[config.mk]
export PLATFORM = sky130hd
export DESIGN_NAME = uart_tx_arbiter
export DESIGN_NICKNAME = d
export VERILOG_FILES = /design/src/rtl/uart_tx_arbiter.sv
export SDC_FILE = /design/constraint.sdc
export NUM_CORES = 1
export LEC_CHECK = 0
export ABC_CLOCK_PERIOD_IN_PS = 1710
export BUFFER_PORTS_ARGS = -buffer_cell sky130_fd_sc_hd__buf_2
export CORE_ASPECT_RATIO = 0.9
export CORE_UTILIZATION = 35
export DETAILED_ROUTE_END_ITERATION = 16
export PLACE_DENSITY = 0.85
export SETUP_SLACK_MARGIN = 0.1
export SKIP_LAST_GASP = 1
export SYNTH_ARGS = -nofsm -noshare
export SYNTH_HDL_FRONTEND = slang
export SYNTH_SLANG_ARGS = --single-unit
[constraint.sdc]
create_clock -name clock -period 1.71 [get_ports clock]
set_clock_uncertainty 0.2 [all_clocks]
set_input_delay 0.2565 -clock clock [delete_from_list [all_inputs] [get_ports clock]]
set_output_delay 0.2565 -clock clock [all_outputs]
set_load 0.01 [all_outputs]
[src/rtl/uart_tx_arbiter.sv]
// Two-requester byte arbiter feeding a UART TX through an AXI-Lite master.
// Polls the status register until TX is not full, then writes the granted byte exactly once.
module uart_tx_arbiter #(
   parameter int unsigned POLL_GAP = 4
) (
   input  logic        clock,
   input  logic        reset,
   input  logic        req0_valid,
   input  logic [7:0]  req0_data,
   output logic        req0_ready,
   input  logic        req1_valid,
   input  logic [7:0]  req1_data,
   output logic        req1_ready,
   output logic [15:0] m_axi_awaddr,
   output logic        m_axi_awvalid,
   input  logic        m_axi_awready,
   output logic [31:0] m_axi_wdata,
   output logic        m_axi_wvalid,
   input  logic        m_axi_wready,
   input  logic [1:0]  m_axi_bresp,
   input  logic        m_axi_bvalid,
   output logic        m_axi_bready,
   output logic [15:0] m_axi_araddr,
   output logic        m_axi_arvalid,
   input  logic        m_axi_arready,
   input  logic [31:0] m_axi_rdata,
   input  logic [1:0]  m_axi_rresp,
   input  logic        m_axi_rvalid,
   output logic        m_axi_rready,
   output logic        busy,
   output logic        grant_id,
   output logic        err
);

   typedef enum logic [2:0] {
      IDLE,
      POLL_AR,
      POLL_R,
      GAP,
      WR,
      WR_B
   } state_t;

   localparam logic [15:0] STATUS_ADDR = 16'h0008;
   localparam logic [15:0] TXDATA_ADDR = 16'h0004;
   localparam logic [8:0]  GAP_LEN     = 9'(POLL_GAP);

   state_t      state_q, state_d;
   logic        last_grant_q, last_grant_d;
   logic        grant_id_q, grant_id_d;
   logic [7:0]  byte_q, byte_d;
   logic        err_q, err_d;
   logic [7:0]  gap_cnt_q, gap_cnt_d;
   logic        aw_done_q, aw_done_d;
   logic        w_done_q, w_done_d;

   logic        grant_sel;
   logic        accept;
   logic        aw_hs;
   logic        w_hs;
   logic        gap_last;
   logic        unused_rdata;

   // Round-robin: a lone requester always wins, a tie goes to whoever did not win last.
   always_comb begin
      grant_sel = ~last_grant_q;
      if (req0_valid && !req1_valid) begin
         grant_sel = 1'b0;
      end else if (req1_valid && !req0_valid) begin
         grant_sel = 1'b1;
      end
   end

   assign req0_ready = (state_q == IDLE) && !grant_sel;
   assign req1_ready = (state_q == IDLE) &&  grant_sel;
   assign accept     = (state_q == IDLE) && (grant_sel ? req1_valid : req0_valid);

   // All AXI valid/ready outputs decode registered state only.
   assign m_axi_araddr  = STATUS_ADDR;
   assign m_axi_arvalid = (state_q == POLL_AR);
   assign m_axi_rready  = (state_q == POLL_R);
   assign m_axi_awaddr  = TXDATA_ADDR;
   assign m_axi_wdata   = {23'b0, 1'b0, byte_q};
   assign m_axi_awvalid = (state_q == WR) && !aw_done_q;
   assign m_axi_wvalid  = (state_q == WR) && !w_done_q;
   assign m_axi_bready  = (state_q == WR_B);

   assign aw_hs    = m_axi_awvalid && m_axi_awready;
   assign w_hs     = m_axi_wvalid && m_axi_wready;
   assign gap_last = ({1'b0, gap_cnt_q} + 9'd1) >= GAP_LEN;

   assign busy     = (state_q != IDLE);
   assign grant_id = grant_id_q;
   assign err      = err_q;

   // Only the tx_full flag of the status word matters.
   assign unused_rdata = ^{m_axi_rdata[31:4], m_axi_rdata[2:0]};

   always_comb begin
      state_d      = state_q;
      last_grant_d = last_grant_q;
      grant_id_d   = grant_id_q;
      byte_d       = byte_q;
      err_d        = err_q;
      gap_cnt_d    = gap_cnt_q;
      aw_done_d    = aw_done_q;
      w_done_d     = w_done_q;
      case (state_q)
         IDLE: begin
            if (accept) begin
               byte_d       = grant_sel ? req1_data : req0_data;
               grant_id_d   = grant_sel;
               last_grant_d = grant_sel;
               state_d      = POLL_AR;
            end
         end
         POLL_AR: begin
            if (m_axi_arready) begin
               state_d = POLL_R;
            end
         end
         POLL_R: begin
            if (m_axi_rvalid) begin
               if (m_axi_rresp != 2'b00) begin
                  err_d = 1'b1;
               end
               if (m_axi_rdata[3] || (m_axi_rresp != 2'b00)) begin
                  gap_cnt_d = 8'd0;
                  state_d   = GAP;
               end else begin
                  aw_done_d = 1'b0;
                  w_done_d  = 1'b0;
                  state_d   = WR;
               end
            end
         end
         GAP: begin
            if (gap_last) begin
               state_d = POLL_AR;
            end else begin
               gap_cnt_d = gap_cnt_q + 8'd1;
            end
         end
         WR: begin
            if (aw_hs) begin
               aw_done_d = 1'b1;
            end
            if (w_hs) begin
               w_done_d = 1'b1;
            end
            if ((aw_done_q || aw_hs) && (w_done_q || w_hs)) begin
               state_d = WR_B;
            end
         end
         WR_B: begin
            if (m_axi_bvalid) begin
               if (m_axi_bresp != 2'b00) begin
                  err_d = 1'b1;
               end
               state_d = IDLE;
            end
         end
         default: state_d = IDLE;
      endcase
   end

   always_ff @(posedge clock) begin
      if (reset) begin
         state_q      <= IDLE;
         last_grant_q <= 1'b1;
         grant_id_q   <= 1'b0;
         err_q        <= 1'b0;
         gap_cnt_q    <= 8'd0;
         aw_done_q    <= 1'b0;
         w_done_q     <= 1'b0;
      end else begin
         state_q      <= state_d;
         last_grant_q <= last_grant_d;
         grant_id_q   <= grant_id_d;
         err_q        <= err_d;
         gap_cnt_q    <= gap_cnt_d;
         aw_done_q    <= aw_done_d;
         w_done_q     <= w_done_d;
      end
   end

   always_ff @(posedge clock) begin
      byte_q <= byte_d;
   end

endmodule
==> flow_summary.yaml <==
run_status:
  status: "finished, violations left"
  violations: "negative setup slack"
synth:
  yosysTopAreaCell: "buf_4"
  synth_cells: 190
  synth_edf_count: 8
  ys_types: 44
  synth_top_area_share_pct: 24.8
  yosys_warnings: 0
  synth.top_cells.by_area: "buf_4 25%, dfxtp_1 19%, edfxtp_1 14%"
  netlist_area_sq_um: 1690
  synth_common_cells: "56 x buf_4, 17 x nor2_1, 16 x dfxtp_1"
  synthArstFlopShare_pct: 0
  synth-seq-cells: 24
  avgSynthCellArea_sq_um: 8.91
  yosysMostFrequentCell: "buf_4"
  synth_top_flop_cell: "dfxtp_1"
  seq_area_frac_synth_pct: 33.1
route:
  drt-pass1-iter-count: 4
  routed_wl_mm: 4.74
  num_vias: 1571
  wl_per_cell_microns: 14.1
  drtIter0Drc: 43
  drc_errors: 0
  routed_via_density: 4.68
  postRouteAntennaNets: 0
place:
  io_buffers: 47
  postPlaceCellArea_sq_um: 1970
  dp_cells: 308
  dp_hpwl_mm: 2.63
  gp_congestion: 0.802
global_route:
  grt_pass1_vias: 1347
  gr-total-overflow: 0
  grt_use_total_pct: 16.3
  antenna_found_initial: 0
  grt_max_degree: 14
  grt_pass1_wl_mm: 6.22
worst_setup_path:
  start_kind: "register"
  critPathCaptureType: "register"
  worstPathRequired_ns: 1.70
  cpLargestDelayFamily: "simple AND/OR/NAND/NOR gates"
  critPathMaxFanout: 6
  cpMostUsedCell: "o211ai_1"
  worstRegToRegCells: 6
  arrival_ns: 1.96
  worst_path_largest_cell_delay_ns: 0.36
  crit_cells: 6
  slowest_stage: "dfxtp_4"
  crit_chain: "ha_4, nor4_1, o211ai_1, a211o_4, or3_1, o211ai_1"
  endpoint: "gap_cnt_q[1]"
  r2r_setup_slack_ns: -0.27
  critPathBufInv: 0
  startpoint: "gap_cnt_q[0]"
  r2r-start: "gap_cnt_q[0]"
  path_class: "register to register"
  timing.rr.end: "gap_cnt_q[1]"
worst_hold_path:
  hp-class: "input port to register"
clock_tree:
  cts_made_buffers: 3
  ctsLongestPathBuffers: 2
  htreeDepth: 1
  insertion_delay_ns: 0.27
  clk_pin_slew_ns: 0.08
  clock_sinks: 24
  tritoncts: "built"
  root_buffer: "clkbuf_8"
finish:
  final_area_sq_um: 2500
  nets: 338
  area_delta_synth_final_pct: 47.8
  postLayoutCoreUtil_pct: 55.0
  layout-drive-gt1-share_pct: 52.2
  stdcell_count: 336
  diodes: 0
floorplan:
  die_w_microns: 75.3
  coreArea_sq_um: 4550
  die_y_microns: 68.0
  initial_core_util_pct: 37.2
  io_pins: 135
  core.rowCount: 23
  dieArea_sq_um: 5120
power:
  ir_drop_v: 0.000561
  p_leak_nw: 1.13
  power_density_nw_per_um2: 1180
timing:
  tns_ns: -2.42
  finalCritPeriodShare_pct: 116
  max_freq_mhz: 506
  maxSlewViolCount: 0
  period_minus_slack_ns: 1.98
  hold_violations: 0
  fin_ws_ns: -0.266
  rsz0062_at_grt: "yes"
  hold_ws_ns: 0.0835
  finalSetupViolCount: 21
job:
  maxCapViolations: 0
==> layout make-up <==
type / count / area (sq um)
clock buffers: 4 / 45.0
fillers: 388 / 2040
flip-flops and latches: 24 / 578
well taps: 62 / 77.6
multi-input cells: 153 / 1140
repair buffers: 88 / 644
inverters: 5 / 18.8
==> where the power goes <==
part	switching, mW	total (mW)	internal (mW)	leakage [nW]
registers	0.0711	0.799	0.728	0.211
clock network	0.179	0.346	0.167	0.0228
logic	0.818	1.80	0.980	0.893
==> state kept, by name, indices dropped and copies added (netlist names) <==
register      cells
state_q           3
w_done_q          1
grant_id          1
gap_cnt_q         8
aw_done_q         1
last_grant_q      1
err               1
byte_q            8
==> worst reg2reg max path, delay by kind of cell, from the launching register on <==
| kind | cells | cell delay (ns) |
|---|---|---|
| AOI/OAI and AO/OA | 3 | 0.56 |
| adders and majority gates | 1 | 0.18 |
| DFF | 1 | 0.36 |
| and+or+nand+nor | 2 | 0.59 |
==> worst min-delay path by stage <==
stage,from,endpoint,depth (start not counted),slack [ns]
2_1_floorplan,m_axi_awready,aw_done_q,2,0.22
3_3_place_gp,err,err,2,0.27
3_5_place_dp,gap_cnt_q[7],gap_cnt_q[7],1,0.27
4_1_cts,m_axi_awready,aw_done_q,3,0.06
5_1_grt,m_axi_wready,w_done_q,3,0.08
6_report,m_axi_wready,w_done_q,3,0.08
==> placed cells by master, fill, tap and decap left out, types with 5 or more instances in the layout <==
master	n
conb_1	56
buf_2	42
buf_4	28
buf_6	15
nor2_1	14
mux2_2	8
dfxtp_1	8
edfxtp_1	8
o211ai_1	6
nand2_1	5
a21oi_1	5
a21boi_1	5
dfxtp_2	5
==> logic make-up (layout without fill, tap and decap cells) <==
| kind of cell | after synthesis | in the layout | share of synthesized area, % |
|---|---|---|---|
| AOI/OAI and AO/OA | 37 | 37 | 15.4 |
| xor gates and xnor gates | 1 | 1 | 0.517 |
| adders and majority gates | 3 | 3 | 2.07 |
| buffers and inverters | 67 | 97 | 27.3 |
| DFF | 24 | 24 | 33.1 |
| muxes | 8 | 8 | 5.32 |
| other | 2 | 56 | 0.444 |
| and+or+nand+nor | 48 | 48 | 15.8 |
==> through the flow <==
| stage | total power [mW] | setup WS, ns |
|---|---|---|
| 6_report | 2.94 | -0.266 |
| 2_1_floorplan | 1.49 | -0.0541 |
| 4_1_cts | 2.59 | -0.169 |
| 3_5_place_dp | 1.80 | -0.149 |
| 5_1_grt | 3.10 | -0.414 |
| 3_3_place_gp | 1.77 | -0.142 |
==> timing repair <==
item	in CTS	in global routing
gates resized for setup	41	22
endpoints found under the setup margin	38	37
hold buffers	0	0
buffers inserted	12	13
pin swaps	12	22
hold endpoints to repair	0	0
==> metal layers <==
metal / GRT usage (%) / up-vias / part of all wire (%)
li1: - / 721 / -
met1: 17.1 / 715 / 37
met2: 31.1 / 113 / 50
met3: 3.53 / 22 / 7.5
met4: 6.71 / 0 / 5.4
met5: 0 / - / 0
No activity file was read; power rests on OpenSTA's default activity.
